$ cat src/rtl/ps2_key_state_decoder.sv
// ps2_key_state_decoder
//   Converts a PS/2 scan-code set 2 byte stream into a held-key bitmap plus a
//   one-cycle key event for every key_state change.
//   Understands make codes, F0 break codes, E0 extended codes, E0 F0
//   extended breaks and the E1 Pause sequence (E1 plus 7 bytes, swallowed).
//   The key map comes from parameters: KEY_CODES holds one byte per key and
//   KEY_EXT holds one E0-required flag per key.
//
// Optional feature: define PS2_TYPEMATIC_FILTER_EN to suppress events for
//   typematic repeats (make of a key already held) and for breaks of keys
//   that are not held.
//
// Ports
//   clk             in   system clock
//   reset           in   synchronous, active-high reset
//   byte_valid      in   one-cycle strobe, key_byte valid
//   key_byte        in   received scan-code byte
//   key_state       out  [NUM_KEYS] 1 = key held
//   key_event_valid out  one-cycle pulse when a key_state bit event occurs
//   key_event_idx   out  index of the key for the event
//   key_event_make  out  1 = press, 0 = release
//   protocol_error  out  one-cycle pulse: illegal sequence, timeout or overflow
module ps2_key_state_decoder #(
    parameter int                    NUM_KEYS       = 12,
    parameter logic [NUM_KEYS*8-1:0] KEY_CODES      = 96'h74_72_6B_75_2B_23_1B_1C_2C_2D_24_1D,
    parameter logic [NUM_KEYS-1:0]   KEY_EXT        = 12'hF00,
    parameter int                    TIMEOUT_CYCLES = 100000,
    localparam int                   IDXW           = (NUM_KEYS > 1) ? $clog2(NUM_KEYS) : 1
) (
    input  logic                clk,
    input  logic                reset,
    input  logic                byte_valid,
    input  logic [7:0]          key_byte,
    output logic [NUM_KEYS-1:0] key_state,
    output logic                key_event_valid,
    output logic [IDXW-1:0]     key_event_idx,
    output logic                key_event_make,
    output logic                protocol_error
);

    localparam int TW = (TIMEOUT_CYCLES > 1) ? $clog2(TIMEOUT_CYCLES + 1) : 1;

    typedef enum logic [2:0] {
        S_IDLE,
        S_EXT,
        S_BRK,
        S_EXT_BRK,
        S_PAUSE
    } state_t;

    state_t              state_q, state_d;
    logic [2:0]          pause_q, pause_d;
    logic [TW-1:0]       tmo_q, tmo_d;
    logic [NUM_KEYS-1:0] ks_q, ks_d;
    logic                ev_v_q, ev_v_d;
    logic [IDXW-1:0]     ev_idx_q, ev_idx_d;
    logic                ev_make_q, ev_make_d;
    logic                err_q, err_d;

    // Key table lookup; the extended flag comes from the prefix state.
    logic            ext_sel;
    logic            hit;
    logic [IDXW-1:0] hit_idx;

    always_comb begin
        ext_sel = (state_q == S_EXT) || (state_q == S_EXT_BRK);
        hit     = 1'b0;
        hit_idx = '0;
        // Scan downward so the lowest matching index is the one that sticks.
        for (int i = NUM_KEYS - 1; i >= 0; i--) begin
            if (KEY_CODES[i*8 +: 8] == key_byte && KEY_EXT[i] == ext_sel) begin
                hit     = 1'b1;
                hit_idx = IDXW'(i);
            end
        end
    end

    logic is_ovf, is_e0, is_f0, is_e1;
    assign is_ovf = (key_byte == 8'h00) || (key_byte == 8'hFF);
    assign is_e0  = (key_byte == 8'hE0);
    assign is_f0  = (key_byte == 8'hF0);
    assign is_e1  = (key_byte == 8'hE1);

    logic do_make, do_break;

    always_comb begin
        state_d   = state_q;
        pause_d   = pause_q;
        tmo_d     = tmo_q;
        ks_d      = ks_q;
        ev_v_d    = 1'b0;
        ev_idx_d  = ev_idx_q;
        ev_make_d = ev_make_q;
        err_d     = 1'b0;
        do_make   = 1'b0;
        do_break  = 1'b0;

        if (byte_valid) begin
            case (state_q)
                S_IDLE: begin
                    if (is_e0)       state_d = S_EXT;
                    else if (is_f0)  state_d = S_BRK;
                    else if (is_e1) begin
                        state_d = S_PAUSE;
                        pause_d = 3'd7;
                    end else if (is_ovf) begin
                        err_d = 1'b1;
                        ks_d  = '0;
                    end else         do_make = 1'b1;
                end
                S_EXT: begin
                    state_d = S_IDLE;
                    if (is_f0)             state_d = S_EXT_BRK;
                    else if (is_e0 || is_e1) err_d = 1'b1;
                    else if (is_ovf) begin
                        err_d = 1'b1;
                        ks_d  = '0;
                    end else               do_make = 1'b1;
                end
                S_BRK, S_EXT_BRK: begin
                    state_d = S_IDLE;
                    if (is_e0 || is_f0 || is_e1) err_d = 1'b1;
                    else if (is_ovf) begin
                        err_d = 1'b1;
                        ks_d  = '0;
                    end else                     do_break = 1'b1;
                end
                S_PAUSE: begin
                    // Pause bytes are consumed blindly, whatever their value.
                    pause_d = pause_q - 3'd1;
                    if (pause_q <= 3'd1) state_d = S_IDLE;
                end
                default: state_d = S_IDLE;
            endcase

            if (do_make && hit) begin
`ifdef PS2_TYPEMATIC_FILTER_EN
                if (!ks_q[hit_idx]) begin
                    ev_v_d    = 1'b1;
                    ev_idx_d  = hit_idx;
                    ev_make_d = 1'b1;
                end
`else
                ev_v_d    = 1'b1;
                ev_idx_d  = hit_idx;
                ev_make_d = 1'b1;
`endif
                ks_d[hit_idx] = 1'b1;
            end

            if (do_break && hit) begin
`ifdef PS2_TYPEMATIC_FILTER_EN
                if (ks_q[hit_idx]) begin
                    ev_v_d    = 1'b1;
                    ev_idx_d  = hit_idx;
                    ev_make_d = 1'b0;
                end
`else
                ev_v_d    = 1'b1;
                ev_idx_d  = hit_idx;
                ev_make_d = 1'b0;
`endif
                ks_d[hit_idx] = 1'b0;
            end
        end

        // Inter-byte timeout: an arriving byte always takes precedence.
        if (byte_valid || state_q == S_IDLE) begin
            tmo_d = '0;
        end else if (TIMEOUT_CYCLES != 0) begin
            if (({{(32-TW){1'b0}}, tmo_q} + 32'd1) == TIMEOUT_CYCLES) begin
                err_d   = 1'b1;
                state_d = S_IDLE;
                tmo_d   = '0;
            end else begin
                tmo_d = tmo_q + TW'(1);
            end
        end
    end

    always_ff @(posedge clk) begin
        if (reset) begin
            state_q   <= S_IDLE;
            pause_q   <= '0;
            tmo_q     <= '0;
            ks_q      <= '0;
            ev_v_q    <= 1'b0;
            ev_idx_q  <= '0;
            ev_make_q <= 1'b0;
            err_q     <= 1'b0;
        end else begin
            state_q   <= state_d;
            pause_q   <= pause_d;
            tmo_q     <= tmo_d;
            ks_q      <= ks_d;
            ev_v_q    <= ev_v_d;
            ev_idx_q  <= ev_idx_d;
            ev_make_q <= ev_make_d;
            err_q     <= err_d;
        end
    end

    assign key_state       = ks_q;
    assign key_event_valid = ev_v_q;
    assign key_event_idx   = ev_idx_q;
    assign key_event_make  = ev_make_q;
    assign protocol_error  = err_q;

endmodule

$ cat config.mk
export PLATFORM = sky130hd
export DESIGN_NAME = ps2_key_state_decoder
export DESIGN_NICKNAME = d
export VERILOG_FILES = /design/src/rtl/ps2_key_state_decoder.sv
export SDC_FILE = /design/constraint.sdc
export NUM_CORES = 1
export LEC_CHECK = 0
export CORE_ASPECT_RATIO = 0.7
export CORE_MARGIN = 1
export CORE_UTILIZATION = 45
export CTS_CLUSTER_DIAMETER = 150
export CTS_CLUSTER_SIZE = 10
export DETAILED_ROUTE_END_ITERATION = 12
export GPL_TIMING_DRIVEN = 0
export HOLD_SLACK_MARGIN = 0.03
export MAX_ROUTING_LAYER = met4
export PLACE_DENSITY = 0.67
export SYNTH_ARGS = -nofsm -noshare
export SYNTH_HDL_FRONTEND = slang
export SYNTH_SLANG_ARGS = --single-unit
$ cat constraint.sdc
create_clock -name clk -period 4.72 [get_ports clk]
set_clock_uncertainty 0.15 [all_clocks]
set_input_delay 0.944 -clock clk [delete_from_list [all_inputs] [get_ports clk]]
set_output_delay 0.944 -clock clk [all_outputs]
set_load 0.005 [all_outputs]
-- Word level (Yosys, flattened, before mapping)
Cells that the tools add are included.
- bits in registers: 42
- input bits: 11
- output and inout bits: 19
- logic and storage cells: 152
- add/subtract/negate cells: 3
- $lt $le $gt $ge: 3
- equal/unequal tests: 24
- multiplexer cells: 79
- bitwise logic cells: 5
- reductions and logical operators: 30
- operators with widths (operator ; count):
    $mux W12 ; 11
    $mux W4 ; 14
    $eq A6 B8 Y1 const A ; 5
    $mux W1 ; 37
    $pmux W12 S3 ; 1
    $eq A7 B8 Y1 const A ; 4
    $eq A8 B8 Y1 const B ; 4
    $mux W3 ; 10
    $eq A5 B8 Y1 const A ; 3
    $add A17 B1 Y18 const B ; 1
    $eq A18 B17 Y1 const B ; 1
    $add A17 B1 Y17 const B ; 1
    $logic_and A1 B1 Y1 ; 15
    $and A12 B12 Y12 ; 1
    $not A12 Y12 ; 1
    $or A12 B12 Y12 ; 1
    $pmux W3 S3 ; 1
    $logic_not A8 Y1 ; 1
    $eq A3 B2 Y1 const B ; 2
    $logic_or A1 B1 Y1 ; 6
    $ne A2 B2 Y1 const B ; 3
    $pmux W3 S2 ; 1
    $lt A4 B5 Y1 const B ; 1
    $reduce_and A5 Y1 ; 1
    other kinds (15) ; 18

-- Logic depth before layout (Yosys ltp)
Gate-level depths: netlist of run 1.
- word-level depth: 24
- mapped depth: 8

-- Least setup slack after synthesis of run 1
No wires, ideal clock.
- kind: input-to-reg
- from: input key_byte[7]
- to: register ks_q[6] (netlist: key_state[6])
- library setup time: 0.120 ns
- arrival time: 2.389 ns
- slack: 2.060 ns
- cell stages on the path: 6
- path buffers: 2
- cell sequence: buf_2 -> or4_4 -> buf_6 -> or4_4 -> o211ai_2 -> o21ai_1
- longest elaborated chain between the ends: 23
- RTL lines (element ; line ; text):
    start: declaration ; 33 ; input logic [7:0] key_byte,
    $eq A7 B8 Y1 ; 71 ; if (KEY_CODES[i*8 +: 8] == key_byte && KEY_EXT[i] == ext_sel) begin
    $logic_and A1 B1 Y1 ; 71 ;
    $mux W4 (12 in a row) ; 71 ;
    $lt A4 B5 Y1 (implied by the code) or $ge A4 B1 Y1 (tied branches) ; 148, 163 ;
    $logic_and A1 B1 Y1 (implied by the code) ; 148, 163 ;
    $mux W1 (implied by the code) ; 148, 163 ;
    $demux W1 S4 ; 148, 163 ;
    $or A12 B12 Y12 (no line) ; - ;
    $mux W12 ; 136 ; if (do_make && hit) begin
    $mux W12 ; 98 ; if (byte_valid) begin
    $and A12 B12 Y12 (no line) ; - ;
    $mux W12 (*) ; 151 ; if (do_break && hit) begin
    end signal: assignment ; 195 ; ks_q <= ks_d;
    end: declaration ; 54 ; logic [NUM_KEYS-1:0] ks_q, ks_d;
Mark *: on every way between the ends. The rest lies on a longest branch, timed or not. The select of a mux whose other input is x is not followed.
A chain may end at the register's enable or synchronous reset.

-- Worst setup path after layout of run 1
- from: input key_byte[6]
- to: register ev_idx_q[0] (netlist: key_event_idx[0])
- longest elaborated chain between the ends: 17
- RTL lines (element ; line ; text):
    $eq A7 B8 Y1 ; 71 ;
    $logic_and A1 B1 Y1 ; 71 ;
    $mux W1 (12 in a row) ; 71 ;
    $logic_and A1 B1 Y1 (on tied branches) ; 136, 151 ;
    $reduce_bool A2 Y1 (no line) ; - ;
    $reduce_and A2 Y1 (no line) ; - ;
    end signal: assignment ; 197 ; ev_idx_q <= ev_idx_d;
    end: declaration ; 56 ; logic [IDXW-1:0] ev_idx_q, ev_idx_d;
Several ways; a longest one is shown, not always the timed one. The select of a mux whose other input is x is not followed.

==> flow_metrics.py, run 1 <==
metrics = {
    "floorplanning": {
        "row_count": 21,
        "num_io_pins": 30,
        "floorplan.core_area_mm2": 0.00497,
        "die_width_um": 89.4,
        "fp.dieArea_mm2": 0.00564,
        "floorplan.initialDensity": 0.484,
        "die-height_um": 63.2,
    },
    "timing": {
        "timing.final.hold_violations": 0,
        "finalSetupTns_ns": 0,
        "slew-limit-headroom": 0.517,
        "rsz0062_at_grt": "no",
        "period_minus_slack_ns": 3.08,
        "setup_violations": 0,
        "finalMaxSlewViolations": 0,
        "fmaxAchievable_mhz": 325,
        "period_share": 0.653,
        "setup_ws_ns": 1.64,
        "max_slew.worst_pin.slew_ns": 0.718,
    },
    "synthesis": {
        "synthDominantCellAreaShare": 0.350,
        "synth.yosys.warnings": 0,
        "yosys-mux-area-fraction": 0.00468,
        "seq_area_frac_synth": 0.350,
        "synth_compound_area_frac": 0.207,
        "synth_simple_gate_area_frac": 0.316,
        "synth.top_cells.by_area": "sky130_fd_sc_hd__dfxtp_1 (35%), sky130_fd_sc_hd__nor2_1 (4.8%), sky130_fd_sc_hd__xor2_1 (4.7%)",
        "synthesis.instances": 278,
        "synthDominantAreaCellType": "sky130_fd_sc_hd__dfxtp_1",
        "postSynthAreaPerCell_um2": 8.65,
        "synthesis.area_mm2": 0.00240,
        "synth_top_family_by_area": "simple AND/OR/NAND/NOR gates",
        "synth_edf_count": 0,
        "synth_fa_ha_area_frac": 0.0104,
        "synth.lib_cells_used.distinct": 68,
        "synth.ff_latch_count": 42,
        "synthesis.nets": 291,
        "postSynth.asyncResetShare": 0,
        "postSynth.topFlopCell": "sky130_fd_sc_hd__dfxtp_1",
        "post_synth_xor_area_fraction": 0.0656,
    },
    "placed_design": {
        "detailedPlace.worstSlack_ns": 1.40,
        "dpl.cell_count": 373,
        "place.gp.congestion": 0.907,
        "numPortBuffers": 26,
        "dp_hpwl_mm": 4.20,
    },
    "global_routing": {
        "global_route_wire_length_before_repair_mm": 9.29,
        "gr-usage-all-layers": 0.222,
        "via_count_of_the_first_global_routing_pass": 1845,
        "grt_antenna_before_repair": 0,
        "grt_start_max_net_pins": 14,
        "grt-ovfl-total": 0,
    },
    "clocking": {
        "ctsHtreeMaxLevel": 2,
        "cts_root_buf": "sky130_fd_sc_hd__clkbuf_8",
        "clock_tree_from_tritoncts": "built",
        "cts_buffers": 5,
        "ctsResizeCount": 0,
        "path_clk_slew_ns": 0.09,
        "clk_path_buf_depth": 2,
        "cts_setup_buffers": 0,
        "hold_buffers": 0,
        "worst_skew_pair.late_latency_ns": 0.29,
        "cts_sinks": 42,
    },
    "drt": {
        "post-route-drc-count": 0,
        "mean_routed_wirelength_per_cell_um": 14.7,
        "initialDrtViolationCount": 176,
        "viasPerCell": 5.70,
        "detail_route.first_pass.iterations": 4,
        "detail-route-antenna-nets": 0,
        "total_via_count_after_detailed_routing": 2172,
        "totalWireLength_mm": 5.61,
    },
    "power": {
        "p_total_uw": 647,
        "p_comb_frac": 0.073,
        "p_per_area_mw_per_mm2": 227,
        "part_of_the_power_in_registers": 0.549,
        "power_leakage_uw": 0.000934,
        "power.net_switching_uw": 156,
        "swShare": 0.242,
        "power_frac_clock": 0.378,
        "power.ir.vdd_worst_v": 0.000139,
        "internal-power_uw": 490,
    },
    "worst_setup_path": {
        "critical_path_class": "in -> reg",
        "timing.critical_path.to_type": "register",
        "critical_path_peak_fanout": 8,
        "critPathLaunchType": "input port",
        "cp_data_required_time_ns": 4.76,
        "arrival_ns": 3.12,
    },
    "finish": {
        "n_fill_cell": 459,
        "flow.area_growth_from_synthesis_pct": 18.4,
        "finalNonFillerCells": 381,
        "finish.net_count": 324,
        "layout-drive-gt1-share": 0.131,
        "num_antenna_cells": 0,
    },
    "min_path": {
        "timing.hold.worst.class": "reg -> reg",
    },
    "run_status": {
        "status": "complete, no violations",
    },
    "job": {
        "maxCapViolations": 0,
    },
}
-- critical path, stage by stage --
cell                              delay (ns)
sky130_fd_sc_hd__clkdlybuf4s50_1        0.63
sky130_fd_sc_hd__nand3b_1               0.20
sky130_fd_sc_hd__nor4_1                 0.48
sky130_fd_sc_hd__a22o_2                 0.33
sky130_fd_sc_hd__o31ai_4                0.11
sky130_fd_sc_hd__a211o_1                0.24
sky130_fd_sc_hd__and3_1                 0.17
-- flip-flops by register name (all words and copies together) (netlist names) --
signal / count
tmo_q: 17
key_state: 12
key_event_valid: 1
key_event_make: 1
key_event_idx: 4
protocol_error: 1
pause_q: 3
state_q: 3
-- cell usage in the layout, fill, tap and decap left out, types with 6 or more instances in the layout --
cell,instances
sky130_fd_sc_hd__a21oi_1,8
sky130_fd_sc_hd__clkbuf_1,7
sky130_fd_sc_hd__clkbuf_8,6
sky130_fd_sc_hd__clkdlybuf4s50_1,26
sky130_fd_sc_hd__dfxtp_1,42
sky130_fd_sc_hd__inv_1,6
sky130_fd_sc_hd__nand2_1,22
sky130_fd_sc_hd__nand2b_1,6
sky130_fd_sc_hd__nand3_1,10
sky130_fd_sc_hd__nor2_1,31
sky130_fd_sc_hd__nor3_1,13
sky130_fd_sc_hd__o21ai_0,13
sky130_fd_sc_hd__xor2_1,13
-- layer usage --
layer | track usage | share of wire
met1 | 0.371 | 0.57
met2 | 0.260 | 0.36
met3 | 0.0406 | 0.057
met4 | 0.0476 | 0.0068
met5 | - | 0
-- logic make-up (layout without fill, tap and decap cells) --
group,count (synthesis),count (layout)
multiplexers,1,1
AO/OA/AOI/OAI,64,64
buffers and inverters,21,55
flip-flops,42,42
adder cells (fa/ha/maj),2,2
XOR/XNOR,18,18
AND/OR/NAND/NOR,130,130
-- area by class of cell --
type | count | area [um^2] | share of cell area
inverter | 6 | 22.5 | 0.00791
tap | 69 | 86.3 | 0.0303
clock inverter | 2 | 12.5 | 0.00440
timing repair buffer | 26 | 260 | 0.0914
buffer | 15 | 91.3 | 0.0321
clock buffer | 6 | 82.6 | 0.0290
sequential | 42 | 841 | 0.295
multi-input combinational | 215 | 1450 | 0.509
-- final timing paths --
| path | depth (start not counted) | start | end | slack, ns |
|---|---|---|---|---|
| max | 7 | key_byte[6] | key_event_idx[0] | 1.64 |
| min | 2 | key_event_idx[1] | key_event_idx[1] | 0.30 |
| max reg2reg | 6 | tmo_q[3] | tmo_q[7] | 2.31 |
| min reg2reg | 2 | key_event_idx[1] | key_event_idx[1] | 0.30 |
-- through the flow --
stage	util	hold slack [ns]	instance area [um^2]
4_1_cts	0.573	0.302	2850
6_report	0.573	0.296	2850
3_3_place_gp	0.554	0.288	2750
5_1_grt	0.573	0.314	2850
2_1_floorplan	-	0.287	2400
3_5_place_dp	0.554	0.288	2750
-- Yosys cell counts (all sizes together), types with 4 or more instances --
| master | number |
|---|---|
| a21oi | 9 |
| a22oi | 4 |
| buf | 7 |
| clkbuf | 8 |
| dfxtp | 42 |
| inv | 6 |
| nand2 | 23 |
| nand2b | 7 |
| nand3 | 10 |
| nand3b | 5 |
| nand4 | 6 |
| nor2 | 31 |
| nor3 | 15 |
| nor3b | 6 |
| o211ai | 5 |
| o21ai | 15 |
| o311ai | 5 |
| o31ai | 7 |
| or4 | 8 |
| xnor2 | 5 |
| xor2 | 13 |
-- power by group through the flow --
stage                     clock network [uW]  logic, uW  registers [uW]
final                                    245       47.2             355
after global routing                     273       51.6             355
after CTS                                254       46.4             355
after detailed placement                   0       46.2             363
after global placement                     0       45.8             363
after floorplan                            0       27.8             363
Note: power is estimated with default switching activity, not from simulation.
==> run 2, diff against run 1 <==
==> constraint.sdc (replaced) <==
create_clock -name clk -period 2.9 [get_ports clk]
set_clock_uncertainty 0.15 [all_clocks]
set_input_delay 0.58 -clock clk [delete_from_list [all_inputs] [get_ports clk]]
set_output_delay 0.58 -clock clk [all_outputs]
set_load 0.005 [all_outputs]
==> results of run 2 <==
Same layout as run 1 (identical final DEF). Status: complete, no violations.
Main changes from that run: setup slack after placement 1.40 ns -> -0.0562 ns; setup slack after layout 1.64 ns -> 0.184 ns; register-to-register setup slack 2.31 ns -> 0.49 ns; total power 647 uW -> 1050 uW; worst IR drop on VDD 0.000139 V -> 0.000226 V
==> run 3, diff against run 2 <==
==> constraint.sdc (replaced) <==
create_clock -name clk -period 2.9 [get_ports clk]
set_clock_uncertainty 0.15 [all_clocks]
set_input_delay 0.58 -clock clk [delete_from_list [all_inputs] [get_ports clk]]
set_output_delay 0.58 -clock clk [all_outputs]
set_load 0.01 [all_outputs]
==> results of run 3 <==
Same layout as run 1 (identical final DEF). Status: complete, no violations.
Main changes from that run: setup slack after placement 1.40 ns -> -0.0562 ns; setup slack after layout 1.64 ns -> 0.184 ns; register-to-register setup slack 2.31 ns -> 0.49 ns; total power 647 uW -> 1050 uW; worst IR drop on VDD 0.000139 V -> 0.000226 V
